<file path="src/rtl/uart_rx_if.sv">
// Serial-line side of the UART receiver: line input plus received-word outputs.
// slave = receiver, master = whatever drives the line and consumes words.
interface uart_rx_if #(
  parameter int DATA_WIDTH = 8
);
  // o_data_valid is a one-cycle pulse with no backpressure.
  // o_data, o_parity_err and o_frame_err are only meaningful in that cycle.
  // o_data additionally holds its value until the next completed frame.
  logic                  i_uart_rx;
  logic [DATA_WIDTH-1:0] o_data;
  logic                  o_data_valid;
  logic                  o_parity_err;
  logic                  o_frame_err;

  modport slave (
    input  i_uart_rx,
    output o_data,
    output o_data_valid,
    output o_parity_err,
    output o_frame_err
  );

  modport master (
    output i_uart_rx,
    input  o_data,
    input  o_data_valid,
    input  o_parity_err,
    input  o_frame_err
  );
endinterface

</file>
<file path="src/rtl/uart_rx.sv">
// UART receiver: 2-flop synchronised line, mid-bit sampling, optional parity, break-aware stop handling.
// Optional macro UART_RX_MAJORITY_EN: 2-of-3 majority vote around mid-bit instead of a single sample.
module uart_rx #(
  parameter int CLK_FRE     = 50,
  parameter int DATA_WIDTH  = 8,
  parameter int PARITY_ON   = 0,
  parameter int PARITY_TYPE = 0,
  parameter int BAUD_RATE   = 9600
) (
  input  logic       i_clk_sys,
  input  logic       i_rst_n,
  uart_rx_if.slave   bus,
  output logic [2:0] o_dbg_state
);

  localparam int          CYCLE    = CLK_FRE * 1_000_000 / BAUD_RATE;
  localparam logic [15:0] CNT_LAST = 16'(CYCLE - 1);
  localparam logic [15:0] CNT_MID  = 16'(CYCLE / 2);
  localparam logic [3:0]  BITS     = 4'(DATA_WIDTH);
  localparam logic        PTYPE    = (PARITY_TYPE != 0);
  localparam logic        PAR_EN   = (PARITY_ON != 0);

  typedef enum logic [2:0] {
    IDLE      = 3'd0,
    START     = 3'd1,
    DATA      = 3'd2,
    PARITY    = 3'd3,
    STOP      = 3'd4,
    WAIT_HIGH = 3'd5
  } state_t;

  state_t                state;
  logic                  rx_meta;
  logic                  rx_s;
  logic                  rx_prev;
  logic [15:0]           baud_cnt;
  logic [3:0]            bit_cnt;
  logic [DATA_WIDTH-1:0] shift_q;
  logic                  par_err_q;
  logic [DATA_WIDTH-1:0] data_q;
  logic                  valid_q;
  logic                  perr_q;
  logic                  ferr_q;
  logic                  mid;
  logic                  wrap;
  logic                  bit_s;

  assign mid  = (baud_cnt == CNT_MID);
  assign wrap = (baud_cnt == CNT_LAST);

  // Line idles high, so the synchroniser and edge history reset to 1.
  always_ff @(posedge i_clk_sys or negedge i_rst_n) begin
    if (!i_rst_n) begin
      rx_meta <= 1'b1;
      rx_s    <= 1'b1;
      rx_prev <= 1'b1;
    end else begin
      rx_meta <= bus.i_uart_rx;
      rx_s    <= rx_meta;
      rx_prev <= rx_s;
    end
  end

`ifdef UART_RX_MAJORITY_EN
  localparam logic [15:0] CNT_M2 = 16'(CYCLE / 2 - 2);
  localparam logic [15:0] CNT_M1 = 16'(CYCLE / 2 - 1);
  logic [1:0] maj_q;

  // The two samples ahead of mid-bit vote together with the live one at mid-bit.
  always_ff @(posedge i_clk_sys or negedge i_rst_n) begin
    if (!i_rst_n) begin
      maj_q <= 2'b11;
    end else begin
      if (baud_cnt == CNT_M2) maj_q[0] <= rx_s;
      if (baud_cnt == CNT_M1) maj_q[1] <= rx_s;
    end
  end

  assign bit_s = (maj_q[0] & maj_q[1]) | (maj_q[0] & rx_s) | (maj_q[1] & rx_s);
`else
  assign bit_s = rx_s;
`endif

  always_ff @(posedge i_clk_sys or negedge i_rst_n) begin
    if (!i_rst_n) begin
      state     <= IDLE;
      baud_cnt  <= 16'd0;
      bit_cnt   <= 4'd0;
      shift_q   <= '0;
      par_err_q <= 1'b0;
      data_q    <= '0;
      valid_q   <= 1'b0;
      perr_q    <= 1'b0;
      ferr_q    <= 1'b0;
    end else begin
      valid_q <= 1'b0;
      perr_q  <= 1'b0;
      ferr_q  <= 1'b0;

      if (state == IDLE || state == WAIT_HIGH || wrap) baud_cnt <= 16'd0;
      else                                             baud_cnt <= baud_cnt + 16'd1;

      case (state)
        IDLE: begin
          if (rx_prev && !rx_s) begin
            state   <= START;
            bit_cnt <= 4'd0;
          end
        end
        START: begin
          // A start bit that is high again at mid-bit was noise.
          if (mid && bit_s) begin
            state    <= IDLE;
            baud_cnt <= 16'd0;
          end else if (wrap) begin
            state <= DATA;
          end
        end
        DATA: begin
          if (mid) begin
            shift_q <= {bit_s, shift_q[DATA_WIDTH-1:1]};
            bit_cnt <= bit_cnt + 4'd1;
          end
          if (wrap && bit_cnt == BITS) begin
            bit_cnt <= 4'd0;
            state   <= PAR_EN ? PARITY : STOP;
          end
        end
        PARITY: begin
          if (mid)  par_err_q <= ((^shift_q) ^ bit_s) != PTYPE;
          if (wrap) state     <= STOP;
        end
        STOP: begin
          // Deliver at mid stop bit so a back-to-back start bit is never missed.
          if (mid) begin
            data_q   <= shift_q;
            valid_q  <= 1'b1;
            perr_q   <= PAR_EN & par_err_q;
            ferr_q   <= ~bit_s;
            state    <= bit_s ? IDLE : WAIT_HIGH;
            baud_cnt <= 16'd0;
          end
        end
        WAIT_HIGH: begin
          if (rx_s) state <= IDLE;
        end
        default: begin
          state    <= IDLE;
          baud_cnt <= 16'd0;
        end
      endcase
    end
  end

  assign bus.o_data       = data_q;
  assign bus.o_data_valid = valid_q;
  assign bus.o_parity_err = perr_q;
  assign bus.o_frame_err  = ferr_q;
  assign o_dbg_state      = state;

endmodule

</file>
<file path="src/flat_wrapper.sv">
// flat-port wrapper written by rule: the top's interface ports become plain ports
module uart_rx_flat 
#(
  parameter int CLK_FRE     = 50,
  parameter int DATA_WIDTH  = 8,
  parameter int PARITY_ON   = 0,
  parameter int PARITY_TYPE = 0,
  parameter int BAUD_RATE   = 9600
)
  (i_clk_sys, i_rst_n, o_dbg_state, bus_i_uart_rx, bus_o_data, bus_o_data_valid, bus_o_parity_err, bus_o_frame_err);
  uart_rx_if #(.DATA_WIDTH(DATA_WIDTH)) bus_i ();
  input  logic i_clk_sys;
  input  logic i_rst_n;
  output logic [2:0] o_dbg_state;
  input wire logic [$bits(bus_i.i_uart_rx)-1:0] bus_i_uart_rx;
  output wire logic [$bits(bus_i.o_data)-1:0] bus_o_data;
  output wire logic [$bits(bus_i.o_data_valid)-1:0] bus_o_data_valid;
  output wire logic [$bits(bus_i.o_parity_err)-1:0] bus_o_parity_err;
  output wire logic [$bits(bus_i.o_frame_err)-1:0] bus_o_frame_err;
  assign bus_i.i_uart_rx = bus_i_uart_rx;
  assign bus_o_data = bus_i.o_data;
  assign bus_o_data_valid = bus_i.o_data_valid;
  assign bus_o_parity_err = bus_i.o_parity_err;
  assign bus_o_frame_err = bus_i.o_frame_err;
  uart_rx #(.CLK_FRE(CLK_FRE), .DATA_WIDTH(DATA_WIDTH), .PARITY_ON(PARITY_ON), .PARITY_TYPE(PARITY_TYPE), .BAUD_RATE(BAUD_RATE)) u_core (.i_clk_sys(i_clk_sys), .i_rst_n(i_rst_n), .bus(bus_i), .o_dbg_state(o_dbg_state));
endmodule
</file>
<file path="config.mk">
export PLATFORM = sky130hd
export DESIGN_NAME = uart_rx_flat
export DESIGN_NICKNAME = d
export VERILOG_FILES = /design/src/rtl/uart_rx_if.sv /design/src/rtl/uart_rx.sv /design/src/flat_wrapper.sv
export SDC_FILE = /design/constraint.sdc
export NUM_CORES = 1
export LEC_CHECK = 0
export CAP_MARGIN = 40
export CELL_PAD_IN_SITES_DETAIL_PLACEMENT = 1
export CELL_PAD_IN_SITES_GLOBAL_PLACEMENT = 2
export CORE_MARGIN = 2
export CORE_UTILIZATION = 39
export DETAILED_ROUTE_END_ITERATION = 10
export GPL_ROUTABILITY_DRIVEN = 0
export PLACE_DENSITY_LB_ADDON = 0.25
export SLEW_MARGIN = 25
export SYNTH_ARGS = -nofsm -noshare
export SYNTH_HDL_FRONTEND = slang
export SYNTH_SLANG_ARGS = --single-unit
</file>
<file path="constraint.sdc">
create_clock -name i_clk_sys -period 2.2 [get_ports i_clk_sys]
set_input_delay 0.22 -clock i_clk_sys [delete_from_list [all_inputs] [get_ports i_clk_sys]]
set_output_delay 0.22 -clock i_clk_sys [all_outputs]
set_load 0.1 [all_outputs]
</file>
After elaboration in Yosys (flattened, before gate mapping)
Index checks and enable logic that the tools add are counted.
{ "totals": {"word_cells": 62, "in_bits": 3, "output_inout_bits": 14, "reg_bits": 44} }
{ "op_classes": {"n_addsub": 2, "bitwise": 1, "n_reduce_logical": 13, "mux": 21, "n_eq_ne": 15} }
{ "ops": {"columns": ["cell", "n"], "rows": [
  ["16-bit two-way mux", 3],
  ["16-bit case mux with 3 select lines", 1],
  ["3-bit two-way mux", 8],
  ["3-bit case mux with 6 select lines", 1],
  ["16-bit by 1-bit adder with 16-bit output (second input constant)", 1],
  ["16-bit by 12-bit == test with 1-bit output (second input constant)", 1],
  ["16-bit by 13-bit == test with 1-bit output (second input constant)", 1],
  ["4-bit two-way mux", 3],
  ["2-bit by 1-bit inequality test with 1-bit output (second input constant)", 4],
  ["4-bit case mux with 2 select lines", 1],
  ["3-bit by 2-bit == test with 1-bit output (second input constant)", 2],
  ["3-bit == test (second input constant)", 2],
  ["3-bit by 1-bit inequality test with 1-bit output (second input constant)", 2],
  ["6-bit AND reduction", 1],
  ["4-bit by 1-bit adder with 4-bit output (second input constant)", 1],
  ["4-bit == test (second input constant)", 1],
  ["1-bit two-way mux", 4],
  ["2-bit AND reduction", 2],
  ["4-bit OR reduction", 1],
  ["3-bit by 1-bit == test with 1-bit output (second input constant)", 1],
  ["1-bit logical AND", 3],
  ["3-bit logical NOT", 1],
  ["3-bit AND reduction", 1],
  ["1-bit logical OR", 2],
  ["other kinds (4)", 4]
]} }

Longest topological paths before layout
{ "depth": {"depth_word": 6, "mapped_depth": 9, "ltp_nobuf": 7} }

Worst setup path before layout
No wires, ideal clock.
{ "synth_path": {"path_type": "reg2reg", "from": "reg u_core.state[1] (netlist: u_core.o_dbg_state[1])", "to": "reg u_core.shift_q[2]", "required_time_ns": 2.075, "path_stages_with_launch": 6, "setup_time_ns": 0.125, "slack_ns": -0.014, "path_buffers": 1, "arrival_time_ns": 2.089, "cell_sequence": "dfrtp_1 or2b_1 nor2_1 nand3_4 buf_6 mux2_4"} }
{ "synth_via": {"elab_chain_cells": 2} }
{ "synth_rtl": {"columns": ["item", "line_no", "source"], "rows": [
  ["from (decl)", "uart_rx.sv:32", "state_t state;"],
  ["from (signal assigned)", "uart_rx.sv:126", "state <= PAR_EN ? PARITY : STOP;"],
  ["from (signal assigned)", "uart_rx.sv:140", "state <= bit_s ? IDLE : WAIT_HIGH;"],
  ["3-bit by 2-bit == test with 1-bit output", "uart_rx.sv:103", "case (state)"],
  ["2-bit AND reduction (no line)", null, null],
  ["to (signal assigned)", "uart_rx.sv:121", "shift_q <= {bit_s, shift_q[DATA_WIDTH-1:1]};"],
  ["to (decl)", "uart_rx.sv:38", "logic [DATA_WIDTH-1:0] shift_q;"]
]} }
Every way passes these cells.
A chain may end at the register's enable or synchronous reset.

Worst setup path in the final report
{ "layout_path": {"from": "reg u_core.baud_cnt[0]", "to": "reg u_core.shift_q[2]"} }
{ "layout_via": {"elab_chain_cells": 2} }
{ "layout_rtl": {"columns": ["item", "line_no", "source"], "rows": [
  ["from (decl)", "uart_rx.sv:36", "logic [15:0] baud_cnt;"],
  ["from (signal assigned)", "uart_rx.sv:101", "else baud_cnt <= baud_cnt + 16'd1;"],
  ["16-bit by 12-bit == test with 1-bit output", "uart_rx.sv:48", "assign mid = (baud_cnt == CNT_MID);"],
  ["2-bit AND reduction (no line)", null, null]
]} }
Every way passes these cells.

==> impl_metrics.env <==
export IMPL_hold_class="in -> reg"
export IMPL_grtUsageMet3_pct=3.49
export IMPL_nNetsFinal=211
export IMPL_synthCells=182
export IMPL_crit_required_ps=2390
export IMPL_die_w_um=77.9
export IMPL_firstDrtPassIters=4
export IMPL_min_period_ps=2040
export IMPL_utilization_pct=47.1
export IMPL_cts_tree="done"
export IMPL_ys_ff_latch=44
export IMPL_drv_cap=0
export IMPL_critPathLaunchType="register"
export IMPL_final_max_slew_violation_count=0
export IMPL_fin_hold_ws_ps=328
export IMPL_clockBufferDepth=2
export IMPL_grt_antenna_before_repair=0
export IMPL_clk_latency_ps=300
export IMPL_relSlewSlack_pct=59.9
export IMPL_synth_enable_flop_cells=0
export IMPL_end_kind="register"
export IMPL_cp_data_arrival_time_ps=2230
export IMPL_final_hold_violation_count=0
export IMPL_power_density_mw_per_mm2=760
export IMPL_grt_pass1_vias=1521
export IMPL_grt_busiest_layer="met2"
export IMPL_gr_total_overflow=0
export IMPL_pre_cts_slack_ps=25.2
export IMPL_rsz0062_at_grt="false"
export IMPL_setup_violations=0
export IMPL_final_common_cell="dfrtp_1"
export IMPL_syn_area_mm2=0.00213
export IMPL_ys_async_sr_fraction_pct=100
export IMPL_timing_fmax_ghz=0.491
export IMPL_grt_pass1_wl_um=7820
export IMPL_cts_sinks=44
export IMPL_grt_max_degree=22
export IMPL_wirelength_um=4450
export IMPL_initial_core_util_pct=40.9
export IMPL_layout_common_cells="39 x dfrtp_1, 19 x buf_4, 17 x nor2_1"
export IMPL_path_class="reg -> reg"
export IMPL_place_hpwl_um=3230
export IMPL_finalWorstSetupSlack_ps=164
export IMPL_routedWlPerCell_um=16.2
export IMPL_p_leak_nw=1.16
export IMPL_htreeDepth=2
export IMPL_ant_nets=0
export IMPL_dr_first_iter_drc_count=77
export IMPL_n_fill_cell=573
export IMPL_avgSynthCellArea_um2=11.7
export IMPL_cts_buffers=5
export IMPL_cts_resized=0
export IMPL_fin_skew_ps=5.55
export IMPL_synth_fp_nets=189
export IMPL_peakVddDrop_mv=0.364
export IMPL_cp_max_fo=13
export IMPL_rows=26
export IMPL_portBuffers=15
export IMPL_root_buffer="clkbuf_8"
export IMPL_grt_use_total_pct=16.3
export IMPL_area_delta_synth_final_pct=15.1
export IMPL_coreArea_mm2=0.00520
export IMPL_yosysWarnings=0
export IMPL_via_count=1443
export IMPL_n_antenna_cell=0
export IMPL_fp_dieH_um=77.9
export IMPL_tns_ps=0
export IMPL_period_share_pct=92.5
export IMPL_grtUsageMet1_pct=21.8
export IMPL_tightest_slew_ps=597
export IMPL_status="complete, no violations"
export IMPL_synthFlopType="dfrtp_1"
export IMPL_io_pins=17
export IMPL_ys_seq_area_share_pct=51.8
export IMPL_synth_cell_types=43
export IMPL_drc=0
export IMPL_drive_above_1_share_pct=29.3
export IMPL_dieArea_mm2=0.00607
export IMPL_clk_pin_slew_worst_paths_ps=90
export IMPL_via_per_inst=5.25
export IMPL_grt_use_met2_pct=26.7
[final timing paths]
| path | from | end | slack, ps | cells after the start |
|---|---|---|---|---|
| setup / recovery | u_core.baud_cnt[0]$_DFF_PN0_ | u_core.shift_q[2]$_DFFE_PN0P_ | 160 | 6 |
| hold / removal | bus_i_uart_rx | u_core.rx_meta$_DFF_PN1_ | 330 | 1 |
| setup reg to reg | u_core.baud_cnt[0]$_DFF_PN0_ | u_core.shift_q[2]$_DFFE_PN0P_ | 160 | 6 |
| hold reg to reg | u_core.rx_meta$_DFF_PN1_ | u_core.bit_s$_DFF_PN1_ | 360 | 0 |
| max in group asynchronous | i_rst_n | u_core.bit_s$_DFF_PN1_ | 1190 | 3 |
| min in group asynchronous | i_rst_n | u_core.baud_cnt[5]$_DFF_PN0_ | 370 | 2 |
[layout make-up]
cell class	instances	area (um2)	share of cell area, %
sequential	44	1110	45.1
multi-input combinational	125	952	38.8
timing repair buffer	22	168	6.83
tap	70	87.6	3.57
clock buffer	5	68.8	2.80
clock inverter	3	47.5	1.94
inverter	6	22.5	0.918
[timing repair]
action	4_1_cts	5_1_grt
endpoints found under the setup margin	0	16
setup buffers	0	3
hold endpoints to repair	13	0
hold buffers	1	0
[flip-flops by register name, indices dropped and copies added, names as in the netlist]
| register | flops |
|---|---|
| u_core.baud_cnt | 16 |
| u_core.bus.o_data | 8 |
| u_core.shift_q | 8 |
| u_core.bit_cnt | 4 |
| u_core.o_dbg_state | 3 |
| u_core.bit_s | 1 |
| u_core.bus.o_data_valid | 1 |
| u_core.bus.o_frame_err | 1 |
| u_core.rx_meta | 1 |
| u_core.rx_prev | 1 |
[synthesized netlist by cell type, types with 2 or more instances]
library cell | instances | area, um2
dfrtp_1 | 41 | 1030
nor2_1 | 17 | 63.8
xor2_1 | 13 | 114
mux2_2 | 11 | 124
nand2_1 | 8 | 30.0
nand3_1 | 8 | 40.0
nor3_1 | 8 | 40.0
inv_1 | 6 | 22.5
nand4_1 | 6 | 37.5
o21ai_0 | 6 | 30.0
mux2_4 | 5 | 75.1
a21oi_1 | 4 | 20.0
ha_1 | 4 | 50.1
xnor2_1 | 4 | 35.0
and2_1 | 3 | 18.8
and4_1 | 3 | 26.3
dfstp_2 | 3 | 78.8
and3_1 | 2 | 12.5
and4bb_2 | 2 | 25.0
buf_2 | 2 | 10.0
buf_4 | 2 | 15.0
buf_6 | 2 | 22.5
nor3b_1 | 2 | 15.0
[cell families after synthesis]
family,after synthesis,synth area share (%)
simple gates,72,21.4
other cells,1,0.176
buf+inv,13,3.46
mux,16,9.34
fa+ha+maj,4,2.35
compound gates,15,4.46
flops,44,51.8
xor+xnor,17,6.99
[per-stage QoR]
step | power (mW) | cells | area (um2)
2_1_floorplan | 1.17 | 182 | 2130
3_3_place_gp | 1.22 | 263 | 2300
3_5_place_dp | 1.24 | 263 | 2300
4_1_cts | 1.88 | 272 | 2430
5_1_grt | 1.99 | 275 | 2450
6_report | 1.86 | 275 | 2450
[worst max-delay path, cell delays in order (launching register included)]
cell and delay, ps:
dfrtp_1 430, inv_1 90, ha_1 140, nor4b_2 220, and3_1 400, nand3_4 260, mux2_4 370
[routing by layer]
metal,share of wire (%),wire (um)
met1,46,2030
met2,50,2240
met3,2.9,129
met4,1.1,51
met5,0,0
[power breakdown]
group	switching, mW	leakage (nW)	internal, mW
logic	0.173	0.514	0.117
registers	0.0794	0.589	0.864
clock network	0.289	0.0583	0.342
total	0.541	1.16	1.32
(Power assumes the default switching activity.)
